### config.mk
export PLATFORM = sky130hd
export DESIGN_NAME = motor_pwm_speed_if
export DESIGN_NICKNAME = d
export VERILOG_FILES = /design/src/rtl/motor_if_pkg.sv /design/src/rtl/quad_decoder.sv /design/src/rtl/motor_pwm_speed_if.sv
export SDC_FILE = /design/constraint.sdc
export NUM_CORES = 1
export LEC_CHECK = 0
export BUFFER_PORTS_ARGS = -buffer_cell sky130_fd_sc_hd__buf_4
export CAP_MARGIN = 10
export CORE_MARGIN = 2
export CORE_UTILIZATION = 50
export DETAILED_ROUTE_END_ITERATION = 10
export GPL_ROUTABILITY_DRIVEN = 0
export PLACE_DENSITY = 0.68
export RECOVER_POWER = 25
export REMOVE_ABC_BUFFERS = 1
export SLEW_MARGIN = 20
export SYNTH_ARGS = -nofsm -noshare
export SYNTH_HDL_FRONTEND = slang
export SYNTH_SLANG_ARGS = --single-unit
### constraint.sdc
create_clock -name clk -period 4.64 [get_ports clk]
set_input_delay 0.464 -clock clk [delete_from_list [all_inputs] [get_ports clk]]
set_output_delay 0.464 -clock clk [all_outputs]
set_load 0.01 [all_outputs]
### src/rtl/motor_if_pkg.sv
// Shared definitions for the motor-side speed-loop interface.
//   DUTY_W_DEF / SPEED_W_DEF : default widths of the duty word and speed sample
//   step_e                   : one-cycle quadrature decode result
//   sat_clamp                : clamp a signed value into a signed field of given width
package motor_if_pkg;

    localparam int unsigned DUTY_W_DEF  = 8;
    localparam int unsigned SPEED_W_DEF = 8;

    typedef enum logic [1:0] {
        STEP_NONE = 2'b00,
        STEP_FWD  = 2'b01,
        STEP_REV  = 2'b10,
        STEP_ERR  = 2'b11
    } step_e;

    // Clamp val to [-2**(width-1), 2**(width-1)-1]; caller keeps the low width bits.
    function automatic logic signed [31:0] sat_clamp(input logic signed [31:0] val,
                                                     input int unsigned         width);
        logic signed [31:0] hi;
        logic signed [31:0] lo;
        hi = (32'sd1 <<< (width - 1)) - 32'sd1;
        lo = -(32'sd1 <<< (width - 1));
        if (val > hi) begin
            return hi;
        end else if (val < lo) begin
            return lo;
        end
        return val;
    endfunction

endpackage

### src/rtl/quad_decoder.sv
// Quadrature encoder front end.
//   clk, reset    : system clock, synchronous active-high reset
//   enc_a_i/b_i   : asynchronous encoder channels
//   step_o        : combinational step decoded from history vs. synchronized value
//   enc_err_o     : registered 1-cycle pulse when both channels changed at once
module quad_decoder
    import motor_if_pkg::*;
(
    input  logic  clk,
    input  logic  reset,
    input  logic  enc_a_i,
    input  logic  enc_b_i,
    output step_e step_o,
    output logic  enc_err_o
);

    logic [1:0] sync1_q;
    logic [1:0] sync2_q;
    logic [1:0] hist_q;
    logic       enc_err_q;

    // Two-flop synchronizer followed by one history stage; step compares the
    // last two synchronized samples.
    always_ff @(posedge clk) begin
        if (reset) begin
            sync1_q   <= 2'b00;
            sync2_q   <= 2'b00;
            hist_q    <= 2'b00;
            enc_err_q <= 1'b0;
        end else begin
            sync1_q   <= {enc_a_i, enc_b_i};
            sync2_q   <= sync1_q;
            hist_q    <= sync2_q;
            enc_err_q <= (step_o == STEP_ERR);
        end
    end

    // {a,b} forward Gray order: 00 -> 01 -> 11 -> 10 -> 00
    always_comb begin
        step_o = STEP_NONE;
        case ({hist_q, sync2_q})
            4'b00_01, 4'b01_11, 4'b11_10, 4'b10_00: step_o = STEP_FWD;
            4'b00_10, 4'b10_11, 4'b11_01, 4'b01_00: step_o = STEP_REV;
            4'b00_11, 4'b11_00, 4'b01_10, 4'b10_01: step_o = STEP_ERR;
            default:                                step_o = STEP_NONE;
        endcase
    end

    assign enc_err_o = enc_err_q;

endmodule

### src/rtl/motor_pwm_speed_if.sv
// Motor-side end of the speed loop: PWM generator with shadowed duty word and
// windowed quadrature speed measurement.
//   clk, reset        : system clock, synchronous active-high reset
//   duty_in/valid     : duty request from the PID stage, 1-cycle qualifier
//   pwm_out           : registered PWM drive to the bridge
//   pwm_period_start  : 1-cycle pulse marking the start of each PWM period
//   enc_a, enc_b      : asynchronous encoder channels
//   speed             : signed edges per window, saturated to SPEED_W
//   speed_valid       : 1-cycle pulse when speed updates
//   speed_sat         : last window was clipped
//   dir               : last window net forward (speed >= 0)
//   enc_err           : 1-cycle pulse on illegal quadrature transition
module motor_pwm_speed_if
    import motor_if_pkg::*;
#(
    parameter int unsigned DUTY_W       = DUTY_W_DEF,
    parameter int unsigned PWM_PRESCALE = 4,
    parameter int unsigned SPEED_WINDOW = 50000,
    parameter int unsigned SPEED_W      = SPEED_W_DEF,
    parameter int unsigned ACC_W        = 16
) (
    input  logic               clk,
    input  logic               reset,
    input  logic [DUTY_W-1:0]  duty_in,
    input  logic               duty_valid,
    output logic               pwm_out,
    output logic               pwm_period_start,
    input  logic               enc_a,
    input  logic               enc_b,
    output logic [SPEED_W-1:0] speed,
    output logic               speed_valid,
    output logic               speed_sat,
    output logic               dir,
    output logic               enc_err
);

    localparam int unsigned PRESC_W = (PWM_PRESCALE > 1) ? $clog2(PWM_PRESCALE) : 1;
    localparam int unsigned WIN_W   = $clog2(SPEED_WINDOW);

    localparam logic [PRESC_W-1:0] PRESC_LAST = PRESC_W'(PWM_PRESCALE - 1);
    localparam logic [DUTY_W-1:0]  CNT_LAST   = DUTY_W'((2 ** DUTY_W) - 2);
    localparam logic [WIN_W-1:0]   WIN_LAST   = WIN_W'(SPEED_WINDOW - 1);

    // ---------------------------------------------------------------- PWM
    logic [PRESC_W-1:0] presc_q, presc_d;
    logic [DUTY_W-1:0]  pwm_cnt_q, pwm_cnt_d;
    logic [DUTY_W-1:0]  duty_pending_q, duty_pending_d;
    logic [DUTY_W-1:0]  duty_active_q, duty_active_d;
    logic               started_q;
    logic               pwm_out_q, pwm_out_d;
    logic               period_start_q;
    logic               tick, wrap, boundary;

    always_comb begin
        tick     = (presc_q == PRESC_LAST);
        wrap     = tick && (pwm_cnt_q == CNT_LAST);
        // The first cycle after reset acts as a boundary so a fresh period
        // begins with count 0 and the pending duty latched.
        boundary = !started_q || wrap;

        presc_d   = tick ? '0 : presc_q + PRESC_W'(1);
        pwm_cnt_d = pwm_cnt_q;
        if (tick) begin
            pwm_cnt_d = wrap ? '0 : pwm_cnt_q + DUTY_W'(1);
        end
        if (!started_q) begin
            presc_d   = '0;
            pwm_cnt_d = '0;
        end

        // A write in the boundary cycle itself bypasses the shadow register.
        duty_pending_d = duty_valid ? duty_in : duty_pending_q;
        duty_active_d  = boundary ? duty_pending_d : duty_active_q;

        pwm_out_d = (pwm_cnt_d < duty_active_d);
    end

    // ------------------------------------------------------- speed window
    step_e                     step;
    logic signed [ACC_W-1:0]   acc_q, acc_d;
    logic signed [ACC_W-1:0]   step_val;
    logic signed [ACC_W:0]     acc_sum;
    logic signed [ACC_W-1:0]   acc_next;
    logic signed [31:0]        acc_sat;
    logic signed [31:0]        spd_wide;
    logic [WIN_W-1:0]          win_q, win_d;
    logic [SPEED_W-1:0]        speed_q, speed_d;
    logic                      speed_valid_q, speed_valid_d;
    logic                      speed_sat_q, speed_sat_d;
    logic                      dir_q, dir_d;
    logic                      terminal;

    quad_decoder u_quad_decoder (
        .clk       (clk),
        .reset     (reset),
        .enc_a_i   (enc_a),
        .enc_b_i   (enc_b),
        .step_o    (step),
        .enc_err_o (enc_err)
    );

    always_comb begin
        case (step)
            STEP_FWD: step_val = ACC_W'(1);
            STEP_REV: step_val = '1;
            default:  step_val = '0;
        endcase

        // One guard bit so the sum never wraps before saturation.
        acc_sum  = {acc_q[ACC_W-1], acc_q} + {step_val[ACC_W-1], step_val};
        acc_sat  = sat_clamp(32'(acc_sum), ACC_W);
        acc_next = acc_sat[ACC_W-1:0];
        spd_wide = sat_clamp(32'(acc_next), SPEED_W);

        terminal      = (win_q == WIN_LAST);
        win_d         = terminal ? '0 : win_q + WIN_W'(1);
        acc_d         = acc_next;
        speed_d       = speed_q;
        speed_sat_d   = speed_sat_q;
        dir_d         = dir_q;
        speed_valid_d = 1'b0;

        // The step decoded in the terminal cycle closes into this window.
        if (terminal) begin
            acc_d         = '0;
            speed_d       = spd_wide[SPEED_W-1:0];
            speed_sat_d   = (spd_wide != 32'(acc_next));
            dir_d         = ~spd_wide[31];
            speed_valid_d = 1'b1;
        end
    end

    // ------------------------------------------------------------ state
    always_ff @(posedge clk) begin
        if (reset) begin
            presc_q        <= '0;
            pwm_cnt_q      <= '0;
            duty_pending_q <= '0;
            duty_active_q  <= '0;
            started_q      <= 1'b0;
            pwm_out_q      <= 1'b0;
            period_start_q <= 1'b0;
            win_q          <= '0;
            acc_q          <= '0;
            speed_q        <= '0;
            speed_valid_q  <= 1'b0;
            speed_sat_q    <= 1'b0;
            dir_q          <= 1'b0;
        end else begin
            presc_q        <= presc_d;
            pwm_cnt_q      <= pwm_cnt_d;
            duty_pending_q <= duty_pending_d;
            duty_active_q  <= duty_active_d;
            started_q      <= 1'b1;
            pwm_out_q      <= pwm_out_d;
            period_start_q <= boundary;
            win_q          <= win_d;
            acc_q          <= acc_d;
            speed_q        <= speed_d;
            speed_valid_q  <= speed_valid_d;
            speed_sat_q    <= speed_sat_d;
            dir_q          <= dir_d;
        end
    end

    assign pwm_out          = pwm_out_q;
    assign pwm_period_start = period_start_q;
    assign speed            = speed_q;
    assign speed_valid      = speed_valid_q;
    assign speed_sat        = speed_sat_q;
    assign dir              = dir_q;

endmodule

# Yosys cells after proc, flatten, opt, wreduce, memory -nomap -nowiden
# Memories as Yosys holds them, arrays and structs flattened. A register that Yosys moved wholly into a read port is not among the register bits.
# Cells that the tools add are included.
[word_totals]
regBits = 77
latchBits = 0
mem_bits_rw = 0
rom_bits = 32
inputBits = 13
out_inout_bits = 14
word_cells = 59
mem_count = 1
[memory_table]
columns = ["memory", "words", "word_bits", "read_ports", "rd_ports_with_merged_regs", "wr", "line", "rtl"]
rows = [
  ["(no name shown)", 16, 2, 1, 1, 0, "quad_decoder.sv:41", "case ({hist_q, sync2_q})"],
]
[classes]
n_addsub = 4
n_mul = 0
n_div = 0
magnitude_cmp = 5
eq_ne = 7
n_shift = 0
mux = 19
n_bitwise = 2
n_reduce_logical = 5
[op_table]
columns = ["op", "count"]
rows = [
  ["$mux 32", 3],
  ["$mux 16", 3],
  ["$mux 8", 5],
  ["$ne 32x16->1", 1],
  ["$pmux 16 s2", 1],
  ["$add 16x16->17", 1],
  ["$gt 17x16->1 const B", 1],
  ["$lt 17x16->1 const B", 1],
  ["$add 16x1->16 const B", 1],
  ["$eq 16x16->1 const B", 1],
  ["$gt 16x8->1 const B", 1],
  ["$lt 16x8->1 const B", 1],
  ["$add 8x1->8 const B", 1],
  ["$eq 8x8->1 const B", 1],
  ["$lt 8x8->1", 1],
  ["$eq 2x2->1 const B", 3],
  ["$mux 1", 6],
  ["$mux 4", 1],
  ["$reduce_or 3->1", 1],
  ["$add 2x1->2 const B", 1],
  ["$eq 2x1->1 const B", 1],
  ["$not 1->1", 2],
  ["$reduce_or 2->1", 1],
  ["$logic_and 1x1->1", 1],
  ["2 further kinds", 2],
]

# Longest topological paths before layout
# Gate-level depths: netlist of the first run.
[logic_depth]
word_depth = 12
ltp_mapped = 18
ltp_nobuf = 13

# By module
# A second synthesis of the first run with hierarchy kept.
[unflattened]
cells_unflattened = 511
area_unflattened_um2 = 4361.7
[by_module_without_submodules]
columns = ["module", "instances", "cells_each", "area_each_um2"]
rows = [
  ["motor_pwm_speed_if", 1, 487, 4125.2],
  ["quad_decoder", 1, 24, 236.5],
]

# Worst setup path before layout of the first run
# No wires, ideal clock.
[synth_timing]
path_type = "register to register"
startpoint = "register u_quad_decoder.step_o[0] (netlist name)"
endpoint = "register speed_q[0], in the netlist speed[0]"
t_arrival_ns = 3.851
required_ns = 4.497
path_slack_ns = 0.646
path_stages_with_launch = 19
n_path_buf = 6
cell_sequence = "dfxtp_1 > inv_1 > ha_1 > buf_6 > buf_6 > buf_2 > buf_2 > buf_1 > xor2_1 > ha_1 > nand4bb_1 > nand4_1 > a21o_1 > a31oi_1 > o21ai_0 > a211o_1 > clkbuf_1 > a32oi_1 > o211ai_1"
[synth_between]
elab_chain_len = 11
word_cells_on_any_way = 16
classes_between = "add/sub (1); order compare (4); eq/ne (2); mux (9)"
[synth_lines]
columns = ["element", "line", "rtl"]
rows = [
  ["$eq 2x2->1 / $eq 2x1->1 (equally long branches)", "motor_pwm_speed_if.sv:103", "case (step)"],
  ["$pmux 16 s2 (*)", "motor_pwm_speed_if.sv:103", ""],
  ["$add 16x16->17 (*)", "motor_pwm_speed_if.sv:110", "acc_sum = {acc_q[ACC_W-1], acc_q} + {step_val[ACC_W-1], step_val};"],
  ["$lt 17x16->1", "motor_if_pkg.sv:26", "end else if (val < lo) begin"],
  ["$mux 1", "motor_if_pkg.sv:26", ""],
  ["$mux 1", "motor_if_pkg.sv:24", "if (val > hi) begin"],
  ["$mux 16 (*)", "motor_if_pkg.sv:29", "return val;"],
  ["$lt 16x8->1", "motor_if_pkg.sv:26", ""],
  ["$mux 1", "motor_if_pkg.sv:26", ""],
  ["$mux 1", "motor_if_pkg.sv:24", ""],
  ["$mux 32 (*)", "motor_if_pkg.sv:29", ""],
  ["to (signal assigned)", "motor_pwm_speed_if.sv:159", "speed_q <= speed_d;"],
  ["to (decl)", "motor_pwm_speed_if.sv:87", "logic [SPEED_W-1:0] speed_q, speed_d;"],
]
# Mark *: on every way between the ends. The rest lies on a longest branch, timed or not.
# A chain may end at the register's enable or synchronous reset.

# Worst setup path in the final report of the first run
[layout_timing]
startpoint = "register u_quad_decoder.step_o[0] (netlist name)"
endpoint = "register speed_q[1], in the netlist speed[1]"
[layout_between]
elab_chain_len = 11
word_cells_on_any_way = 16
classes_between = "add/sub (1); order compare (4); eq/ne (2); mux (9)"
[layout_lines]
columns = ["element", "line"]
rows = [
  ["$eq 2x2->1 / $eq 2x1->1 (equally long branches)", "motor_pwm_speed_if.sv:103"],
  ["$pmux 16 s2 (*)", "motor_pwm_speed_if.sv:103"],
  ["$add 16x16->17 (*)", "motor_pwm_speed_if.sv:110"],
  ["$lt 17x16->1", "motor_if_pkg.sv:26"],
  ["$mux 1", "motor_if_pkg.sv:26"],
  ["$mux 1", "motor_if_pkg.sv:24"],
  ["$mux 16 (*)", "motor_if_pkg.sv:29"],
  ["$lt 16x8->1", "motor_if_pkg.sv:26"],
  ["$mux 1", "motor_if_pkg.sv:26"],
  ["$mux 1", "motor_if_pkg.sv:24"],
  ["$mux 32 (*)", "motor_if_pkg.sv:29"],
]
# Marks and branches as above.

==> reports/results.txt, run 1 <==
For the maximum count of clock buffers along a single path, the log shows 2. The timing startpoint of the critical path is u_quad_decoder.step_o[0]. Via count of the first global-routing pass: 3657. The critical path ends at speed[1].

Derived from the worst setup path, the maximum achievable clock frequency is 254 MHz. The run gives 9730 um as the routed wire length. In this run the critical register-to-register path is captured at speed[1].

Setup slack of the most critical reg-to-reg path: 0.70 ns. The run gives 0.563 as the final core utilization. Adding up every negative setup slack in the final design gives 0 ns. Data on the critical path arrives at its endpoint at 4.16 ns.

Setup repair after global routing left no endpoint under its margin. In this run, distinct cell masters in the synthesized netlist total 73. The largest net degree at the start of global routing was 39. After clock tree synthesis, the clock-pin slew on the worst setup and hold paths is 0.09 ns. The count of buffers added on input and output ports is 26. The checks that failed: max-capacitance violations, max-slew violations. The share of final-layout standard cells stronger than drive strength 1 was 0.111. The leading cell type in the layout, fill and taps excluded is dfxtp_1.

The die covers 0.00991 mm^2. The fraction of synthesis flops using an asynchronous set or reset pin came out at 0. For this block, wires on met1 add up to 4420 um. OpenSTA, run right after detailed placement, puts the worst setup slack at 0.703 ns. Counting cells, the worst reg-to-reg path comes to 12.

The area share of the largest cell type after synthesis came out at 0.346. The flow ran to the end, but the final reports show violations. The number of warnings reported in the yosys synthesis log came out at 0. Synthesis produced a netlist whose cell count is 542. The vertical die dimension came out at 99.5 um. For this run, the leading register cell type out of synthesis is dfxtp_1. The period utilization was 0.849. The post-synthesis xor/xnor area fraction was 0.0817; the remaining routing DRC violations was 0. For the pin with the worst max-slew slack, the measured transition is 1.51 ns. In the final routed layout, each cell accounts on average for 14.8 um. Summing every instance area after synthesis gives 0.00456 mm^2. In this run the top signal layer used is met4. In this run the static leakage power is 0.00195 uW. The mean number of vias per cell was 5.84.

For the worst-skew pair, the clock arrives at the later sink with an insertion delay of 0.36 ns. For the total number of H-tree levels, the log shows 3. In this run the remaining antenna-violating nets after routing total 0.

The tools report the start of the worst register-to-register path as u_quad_decoder.step_o[0]. The number of enable flip-flop cells after synthesis is 0. The sequential share of the synthesized area was 0.346; the standard cell core area was 0.00881 mm^2. The post-synthesis register bit count is 79, and the hold buffer count at cts is 0.

The share of cell area taken by muxes after synthesis was 0.0381. The clock drives 79 sinks. Average footprint of a synthesized cell: 8.42 um^2. Setup violations remaining at the end of the flow were counted as 0. The worst setup path is captured at a flip-flop.

27 I/O pins were placed. The simple-gate share of the synthesized area was 0.260. The classification of the worst setup path is reg -> reg.

The net count of the finished layout is 575. Highest net fanout along the worst path: 38. In the layout the commonest cells are 79 x dfxtp_1, 63 x nor2_1, 51 x nand2_1. The routed design could run at a clock period as short as 3.94 ns. In this run, post-CTS repair resized a total of 0 instances. Across all layers, the routed design uses 3846 vias. TritonCTS built the clock tree.

The power density over cell area is 365 mW/mm^2, and the residual overflow from global routing is 0. The global router's overall resource usage is 0.206. The root buffer cell chosen for the clock tree is clkbuf_8. The logs give 0.000246 V for the worst IR drop on VDD and 0 for the number of inserted diodes. By area, the combinational part of the netlist is dominated by simple AND/OR/NAND/NOR gates.

In the post-route analysis, the smallest setup slack over all paths is 0.698 ns. From synthesis to final layout, the design area changed by 8.66%. For the final HPWL from detailed placement, the log shows 7040 um. Fraction of the mapped netlist area in compound gates: 0.184. Most area-hungry cell type in the Yosys netlist: dfxtp_1. TritonCTS created 9 clock buffers. The tools report the number of max-slew violations in the final report as 36.

The type of element launching the critical path was a flip-flop. The first global-routing pass estimated 16800 um of wire. The tools report the final-report hold violation count as 0.

The tools report the headroom to the max-slew limit as -0.00605. The worst min-delay path class was in -> reg. Row generation in the floorplan step produced 34 rows. For the number of detailed-routing iterations run before antenna repair, the log shows 4. Effective utilization at floorplan: 0.518. In the post-synthesis netlist, the biggest area contributors are dfxtp_1 35%, nor2_1 5.2%, xnor2_1 4.4%.

The synthesized-area fraction occupied by adder cells was 0.0439; the routed length on met3 was 468 um. The logs give 156 for the initial DRC count and 0.0113 ns for the worst setup skew after layout. Buffers added to address setup during post-CTS repair amount to 0. The run gives 0 as the number of antenna violations at the first check in global routing.

Data on the critical path is required at its endpoint by 4.86 ns. The run gives 1 as the max-cap check violation count. After detailed routing, the met2 layer carries 4590 um of wire. The floorplan step set the die width to 99.5 um.
power by group:
| part | switching, uW | internal (uW) | leakage (uW) |
|---|---|---|---|
| registers | 101 | 726 | 0.000647 |
| clock network | 255 | 303 | 0.000102 |
| logic | 235 | 188 | 0.00120 |
| total | 592 | 1220 | 0.00195 |
Yosys cell counts, types with 3 or more instances:
master,n
o21ai_0,27
xor2_1,17
dfxtp_1,79
nand2b_1,7
and3_1,7
a32oi_1,3
nor2b_1,12
inv_1,10
nand2_1,51
nor2_1,63
nor4_1,3
nor3_1,15
a21o_1,7
buf_6,3
a211o_1,4
a21oi_1,24
mux2i_1,14
mux2_2,3
buf_2,8
or4_1,3
o21a_1,4
o211ai_1,12
nor4b_1,3
and2_1,7
a31oi_1,3
nand3_1,10
a22oi_1,4
ha_1,16
xnor2_1,23
or2_2,5
o31a_1,3
nor3b_1,3
nand4_1,10
o31ai_1,4
clkbuf_1,22
a211oi_1,4
and4b_1,5
flip-flops by register name (all words and copies together) (netlist names):
signal / count
acc_q: 16
win_q: 16
duty_active_q: 8
duty_pending_q: 8
pwm_cnt_q: 8
speed: 8
presc_q: 2
u_quad_decoder.step_o: 2
u_quad_decoder.sync1_q: 2
u_quad_decoder.sync2_q: 2
dir: 1
pwm_out: 1
pwm_period_start: 1
speed_sat: 1
speed_valid: 1
started_q: 1
u_quad_decoder.enc_err_o: 1
per-stage QoR:
step	std cells	instance area, um^2	hold slack [ns]	power, uW
2_1_floorplan	506	4390	0.405	1130
3_3_place_gp	643	4760	0.419	1250
3_5_place_dp	643	4760	0.431	1260
4_1_cts	659	4980	0.306	1810
5_1_grt	659	4960	0.334	1900
6_report	659	4960	0.313	1810
cells by family (layout without fill, tap and decap cells):
| kind of cell | count (synthesis) | after routing |
|---|---|---|
| simple gates | 223 | 223 |
| compound gates | 119 | 119 |
| flops | 79 | 79 |
| buf+inv | 47 | 56 |
| xor+xnor | 41 | 41 |
| mux | 17 | 17 |
| fa+ha+maj | 16 | 16 |
worst min-delay path by stage:
stage                                      to       start  cells past startpoint
finish              u_quad_decoder.sync1_q[1]       enc_a                      2
global route        u_quad_decoder.sync1_q[1]       enc_a                      2
CTS                 u_quad_decoder.sync1_q[1]       enc_a                      2
detailed placement                 presc_q[0]  presc_q[0]                      1
global placement                   presc_q[0]  presc_q[0]                      1
floorplan                          presc_q[0]  presc_q[0]                      1
cell type report:
cell class,instances,area (um^2)
Inverter,11,41.3
Fill cell,806,3850
Clock buffer,9,124
Clock inverter,7,96.3
Timing Repair Buffer,29,195
Multi-Input combinational cell,416,2790
Sequential cell,79,1580
Tap cell,108,135
routing by layer:
metal  GRT usage  up-vias
met1       0.270     1798
met4      0.0917        0
met2       0.337       88
met5           0        -
met3      0.0295       21
li1            -     1939
critical path: stages, from the launching register on:
cell	delay, ns
dfxtp_1	0.32
inv_1	0.08
ha_2	0.65
xor2_1	0.16
ha_1	0.26
nand4bb_1	0.10
nand4_1	0.31
a21o_1	0.31
a31oi_1	0.33
o21ai_0	0.13
a211o_1	0.47
a32oi_1	0.51
o211ai_1	0.16
No activity file was read; power rests on OpenSTA's default activity.
==> inputs of run 2 (changes only) <==
==> constraint.sdc (replaced) <==
create_clock -name clk -period 3.85 [get_ports clk]
set_input_delay 0.385 -clock clk [delete_from_list [all_inputs] [get_ports clk]]
set_output_delay 0.385 -clock clk [all_outputs]
set_load 0.01 [all_outputs]
==> run 2 against run 1 <==
Net effect:
- the run still ends with max-capacitance violations, max-slew violations left
- non-clock buffer count up 7
- final area up 2.2%
- clock skew about the same
- utilization up 1.3 points
- worst setup slack worse by 0.35 ns
- combinational power up 24%
- register-to-register slack worse by 0.35 ns
- sequential share of layout area down 0.70 points
- power up 28%
- maximum frequency up 13%
- critical path type unchanged
- critical endpoint is now speed[4]
- largest cell class unchanged
- highest routed layer unchanged
==> reports/results.txt, run 2 (synthesized netlist as in run 1, its figures left out) <==
The run finished, with violations left. The final reports fail on max-capacitance violations, max-slew violations. The number of antenna violations at the first check in global routing came out at 0. The highest net fanout along the worst path was 7; the final count of negative-setup-slack endpoints was 0. The minimum clock period is 3.50 ns.

The share of final-layout standard cells stronger than drive strength 1 was 0.122. Cell at the root of the clock tree: clkbuf_8. STA puts the critical path data arrival time at 3.72 ns. The logs give 9880 um for the routed wire length and 0.348 ns for the final setup slack of the worst path. The tools report the element type at the critical path end as a flip-flop. Clock-pin slew was measured on the worst setup and hold paths at 0.09 ns.

In the routed layout, each cell is associated on average with a via count of 5.79. The count of port buffers added during placement came out at 26. The die area is 0.00991 mm^2.

Across all layers, the routed design uses 3857 vias. Timing would allow up to 286 MHz. Counting along the longest clock path gives a buffer depth of 2.

The worst min-delay path class is in -> reg. The residual overflow from global routing was 0; the met1 track demand over resource was 0.277. From bottom edge to top edge, the die measures 99.5 um.

The number of buffers added by the clock tree synthesis step came out at 9. The effective utilization at floorplan came out at 0.518. The global router's overall resource usage is 0.207, and the remaining routing DRC violations is 0.

The tools report the final-report hold violation count as 0. The worst IR drop on VDD is 0.000276 V. The H-tree was split into 3 levels.

Prior to clock tree synthesis, the placed netlist has a worst setup slack of 0.246 ns. For this run, the post-layout net count is 582. Summing all flip-flop and latch instances after layout gives 0.00158 mm^2.

The tools report the count of antenna-violating nets left after detailed routing as 0. Leaving out fill and tap cells, the most frequent cells in the layout are 79 x dfxtp_1, 63 x nor2_1, 51 x nand2_1. In the final layout, the registers with the most flip-flops are acc_q: 16 flops, win_q: 16 flops. For the final HPWL from detailed placement, the log shows 7120 um.

The first global-routing pass estimated 16800 um of wire. The via count of the first global-routing pass is 3574. The met2 usage in global routing was 0.332; the post-route total power was 2320 uW.

The repair_antennas step left the layout with diodes totalling 0. For the worst setup skew after layout, the log shows 0.0112 ns. The headroom to the max-slew limit was -0.000623.

The data required time of the critical path came out at 4.06 ns. The met3 track demand over resource in global routing is 0.0358, and the routed wirelength normalized by instance count is 14.8 um. The run gives 1 as the max-cap check violation count.

The classification of the worst setup path is reg -> reg. The number of primary I/O pins is 27, and the period utilization is 0.910. Summing all non-filler instances in the final layout gives an area of 0.00507 mm^2. The leading cell type in the layout, fill and taps excluded was dfxtp_1. The first TritonRoute pass finished after 5 iterations. The logs give 0.00201 uW for the leakage power total and 0.00280 mm^2 for the area occupied by multi-input gates. TritonCTS built the clock tree. Entering global routing, the biggest net connects 36 pins.

The worst setup path is launched from a flip-flop. The area after detailed placement is 0.00480 mm^2. The area added between synthesis and finish is 11.1%. The logs give 79 for the number of clock sinks seen by CTS and 156 for the initial DRC count.

The slew of the pin with the lowest slew margin came out at 1.50 ns. The logs give 0.00881 mm^2 for the standard cell core area and 35 for the number of max-slew violations in the final report. For this design the ratio of total power to cell area is 458 mW/mm^2. The most used routing layer is met2. The run gives 0.35 ns as the insertion delay to the later sink of the worst-skew pair. Setup repair after global routing left no endpoint under its margin.

After filler insertion, the fill cell instance count of the layout stands at 763. Setup total negative slack on the finished layout was measured at 0 ns. Row generation in the floorplan step produced 34 rows. Measured along the x axis, the die boundary spans 99.5 um.
run 2: cell types whose count changed in the layout (fill, tap and decap cells not counted), sizes merged:
cell and delta:
inv -1, clkinvlp -2, bufinv +2, clkinv +1, buf +7
run 2: routing by layer:
layer	wire [um]	part of all wire
met1	4710	0.48
met2	4580	0.46
met3	374	0.038
met4	216	0.022
met5	0	0
run 2: cell type report:
cell class	count	area share
Timing Repair Buffer	36	0.0489
Sequential cell	79	0.312
Inverter	11	0.00814
Multi-Input combinational cell	416	0.551
Tap cell	108	0.0266
Clock buffer	9	0.0244
Clock inverter	7	0.0286
run 2: final timing paths:
kind / start / to / slack (ns) / cells after the start
min: enc_a / u_quad_decoder.sync1_q[1] / 0.24 / 2
min reg2reg: presc_q[0] / presc_q[0] / 0.44 / 1
max reg2reg: u_quad_decoder.step_o[0] / speed[4] / 0.35 / 12
max: u_quad_decoder.step_o[0] / speed[4] / 0.35 / 12
run 2: stage by stage:
step | hold slack [ns] | util | cells
floorplan | 0.405 | - | 506
global placement | 0.417 | 0.545 | 648
detailed placement | 0.424 | 0.545 | 648
CTS | 0.224 | 0.576 | 664
global route | 0.223 | 0.576 | 666
finish | 0.236 | 0.576 | 666
run 2: repair_timing:
item / in CTS / in global routing
hold buffers: 0 / 0
setup buffers: 0 / 2
resized for setup: 0 / 1
setup endpoints to repair: 0 / 17
endpoints found under the hold margin: 0 / 0
run 2: worst max-delay path, cell delays in order (launching register included):
cell and delay [ns]:
dfxtp_1 0.34, inv_1 0.08, ha_1 0.30, inv_1 0.04, ha_1 0.20, nand4bb_1 0.14
nand4_2 0.24, a2111oi_0 0.47, nor4_1 0.19, a211o_1 0.30, or4b_4 0.50, o311ai_4 0.37
o211ai_1 0.17
run 2: power by group:
group,switching [uW],total [uW],internal [uW]
combinational,290,526,236
sequential,113,988,875
clock,308,806,498
total,711,2320,1610
==> inputs of run 3 (changes only) <==
--- a/config.mk
+++ b/config.mk
@@ -7,11 +7,13 @@
 export LEC_CHECK = 0
 export BUFFER_PORTS_ARGS = -buffer_cell sky130_fd_sc_hd__buf_4
 export CAP_MARGIN = 10
+export CELL_PAD_IN_SITES_DETAIL_PLACEMENT = 1
+export CELL_PAD_IN_SITES_GLOBAL_PLACEMENT = 1
 export CORE_MARGIN = 2
-export CORE_UTILIZATION = 50
+export CORE_UTILIZATION = 47
 export DETAILED_ROUTE_END_ITERATION = 10
 export GPL_ROUTABILITY_DRIVEN = 0
-export PLACE_DENSITY = 0.68
+export PLACE_DENSITY_LB_ADDON = 0.1
 export RECOVER_POWER = 25
 export REMOVE_ABC_BUFFERS = 1
 export SLEW_MARGIN = 20
==> run 3 against run 2 <==
Net effect:
- the flow still finishes with violations (max-capacitance violations, max-slew violations)
- die area up 6.1%
- non-clock buffer count up 2
- largest cell class unchanged
- cell count up 3.5%
- critical endpoint is now speed[2]
- worst hold slack better by 0.019 ns
- via count up 1.4%
- utilization down 3.7 points
- largest power group unchanged
- count of clock-buffer cells in the layout up 1
- highest routed layer unchanged
- maximum frequency down 1.0%
- global-route usage up 1.7 points
==> reports/results.txt, run 3 (synthesized netlist as in run 1, its figures left out) <==
The type of element launching the critical path was a flip-flop. The run finished, with violations left. The run gives 3912 as the via count.

The total stage count of the critical path works out to 11. The number of fill cells in the layout is 1145. The clock passes through at most 2 buffers. The internal power was 1370 uW. The global router's overall resource usage is 0.224, and the power density over cell area is 418 mW/mm^2.

In this run the standard cell core region covers 0.00933 mm^2. For the final database, setup skew stands at 0.0105 ns. 27 I/O pins were placed.

The max-cap check violation count was 1. The area added between synthesis and finish works out to 10.1%. The final core utilization came out at 0.539.

The die is 103 um wide. The largest registers in the layout are acc_q: 16 flops, win_q: 16 flops. In the layout the commonest cells are 79 x dfxtp_1, 63 x nor2_1, 51 x nand2_1. STA classifies the critical path endpoint as a flip-flop. For this run, the slowest stage of the critical path takes 0.51 ns.

The critical path goes through inv_1 > ha_4 > buf_4 > and4b_1 > a22oi_1 > a32o_1 > o21ai_0 > a211o_1 > or4b_4 > o311ai_4 > o211ai_1. The number of placed instances with taps included was 673; the clock transition time at the flip-flop clock pins of the worst setup and hold paths was 0.09 ns. The count of cells along the worst hold path is 2, and the number of antenna violations at the first check in global routing is 0.

STA puts the critical path data arrival time at 3.74 ns. Post-CTS resize count: 0. The classification of the worst setup path was reg -> reg. The path class of the tightest hold or removal check is in -> reg. Entering global routing, the biggest net connects 36 pins.

Switching part of the total power: 0.347. Total number of H-tree levels: 3. Routed wirelength normalized by instance count: 16.1 um.

The final-report hold violation count was 0. For the portion of total power attributed to combinational logic, the log shows 0.263. Net switching component of the power: 729 uW.

The cell sitting at the root of the clock tree is a clkbuf_8. The worst IR drop on VDD was 0.000207 V; the maximum clock rate was 283 MHz. For the first-pass GRT wire length, the log shows 18600 um. In this run, post-CTS hold repair placed 0 buffers. Setup repair after global routing left no endpoint under its margin. Among all stages on the critical path, the largest delay is contributed by or4b_4.

The post-CTS setup buffer count is 0. Clock latency on the worst-skew pair, taken at its later pin, is 0.34 ns. The cell family contributing the most delay on the critical path is compound AO/OA/AOI/OAI gates. At the pin with the least slew margin, the transition time is 1.50 ns.

The number of cells in the finished layout apart from fillers was 689; the setup total negative slack was 0 ns. The number of max-slew violations in the final report came out at 35. The clock period could shrink to 3.54 ns.

Count of port buffers added during placement: 26. Leading cell type in the layout, fill and taps excluded: dfxtp_1. The post-route total power is 2100 uW. In this run the vertical extent of the chip is 103 um. For the effective utilization at floorplan, the log shows 0.489. The final HPWL from detailed placement is 8340 um. The period utilization works out to 0.919. The headroom to the max-slew limit was -0.00247; the count of antenna-violating nets left after detailed routing was 0.

The share of final-layout standard cells stronger than drive strength 1 came out at 0.125. Row generation in the floorplan step produced 35 rows. The share of power burned in registers is 0.468, and the number of detailed-routing iterations run before antenna repair is 4. The number of clock sinks seen by CTS came out at 79. Routed wire length: 11100 um. Post-layout net count: 584. TritonCTS built the clock tree. The final worst hold slack is 0.255 ns.

The final count of negative-setup-slack endpoints is 0, and the highest net fanout along the worst path is 25. The die area was 0.0105 mm^2. The tools report the share of power burned in the clock network as 0.269. At the worst endpoint, the required time is 4.05 ns. The count of cells along the worst register-to-register path was 11.

The number of buffer and inverter stages on the critical path is 2. The checks that failed: max-capacitance violations, max-slew violations. Clock tree synthesis inserted a total of 9 buffers. The first routing iteration left 103 violations. 0 antenna diodes ended up in the layout. The via count of the first global-routing pass came out at 3832. For this run the aggregate overflow at the end of global routing stands at 0. Summed over all cells, the static leakage comes to 0.00197 uW. Using the TritonRoute via totals, the vias-per-cell ratio works out to 5.68.

In the routed design, unresolved DRC markers number 0.
[run 3: cell count changes in the layout (fill, tap and decap cells not counted), sizes merged]
cell / before / now
clkinvlp: 1 / 4
inv: 10 / 11
buf: 30 / 32
clkbuf: 15 / 16
bufinv: 4 / 0
clkinv: 3 / 2
[run 3: worst paths after layout]
check	from	end	slack (ns)
setup / recovery	u_quad_decoder.step_o[0]	speed[2]	0.31
hold / removal	enc_a	u_quad_decoder.sync1_q[1]	0.26
setup reg to reg	u_quad_decoder.step_o[0]	speed[2]	0.31
hold reg to reg	presc_q[0]	presc_q[0]	0.43
[run 3: worst reg2reg max path: cells and delay by family (launching register included)]
kind / cells / cell delay [ns]
AND/OR/NAND/NOR: 2 / 0.74
buffers and inverters: 2 / 0.34
flip-flops: 1 / 0.32
AO/OA/AOI/OAI: 6 / 1.66
adder cells (fa/ha/maj): 1 / 0.32
[run 3: power by group through the flow]
stage | clock network (uW) | registers [uW] | logic, uW
2_1_floorplan | 0 | 974 | 393
5_1_grt | 622 | 998 | 613
6_report | 564 | 983 | 553
4_1_cts | 580 | 981 | 554
3_5_place_dp | 0 | 1000 | 547
3_3_place_gp | 0 | 996 | 534
[run 3: cell type report]
cell class | count | area, um^2 | area share
Clock buffer | 10 | 138 | 0.0274
Clock inverter | 6 | 43.8 | 0.00872
Multi-Input combinational cell | 416 | 2800 | 0.557
Timing Repair Buffer | 38 | 263 | 0.0523
Sequential cell | 79 | 1580 | 0.315
Inverter | 11 | 41.3 | 0.00822
Tap cell | 129 | 161 | 0.0321
[run 3: stage by stage]
stage / cell area [um^2] / setup slack (ns)
after floorplan: 4390 / -0.160
after global placement: 4860 / 0.364
after detailed placement: 4860 / 0.198
after CTS: 5040 / 0.171
after global routing: 5020 / 0.0920
final: 5020 / 0.313
[run 3: layer usage]
| metal | GRT usage | wire length [um] | vias to the layer above | part of all wire |
|---|---|---|---|---|
| li1 | - | - | 1963 | - |
| met1 | 0.291 | 5160 | 1904 | 0.46 |
| met2 | 0.388 | 5680 | 35 | 0.51 |
| met3 | 0.0305 | 172 | 10 | 0.015 |
| met4 | 0.0656 | 121 | 0 | 0.011 |
| met5 | 0 | 0 | - | 0 |
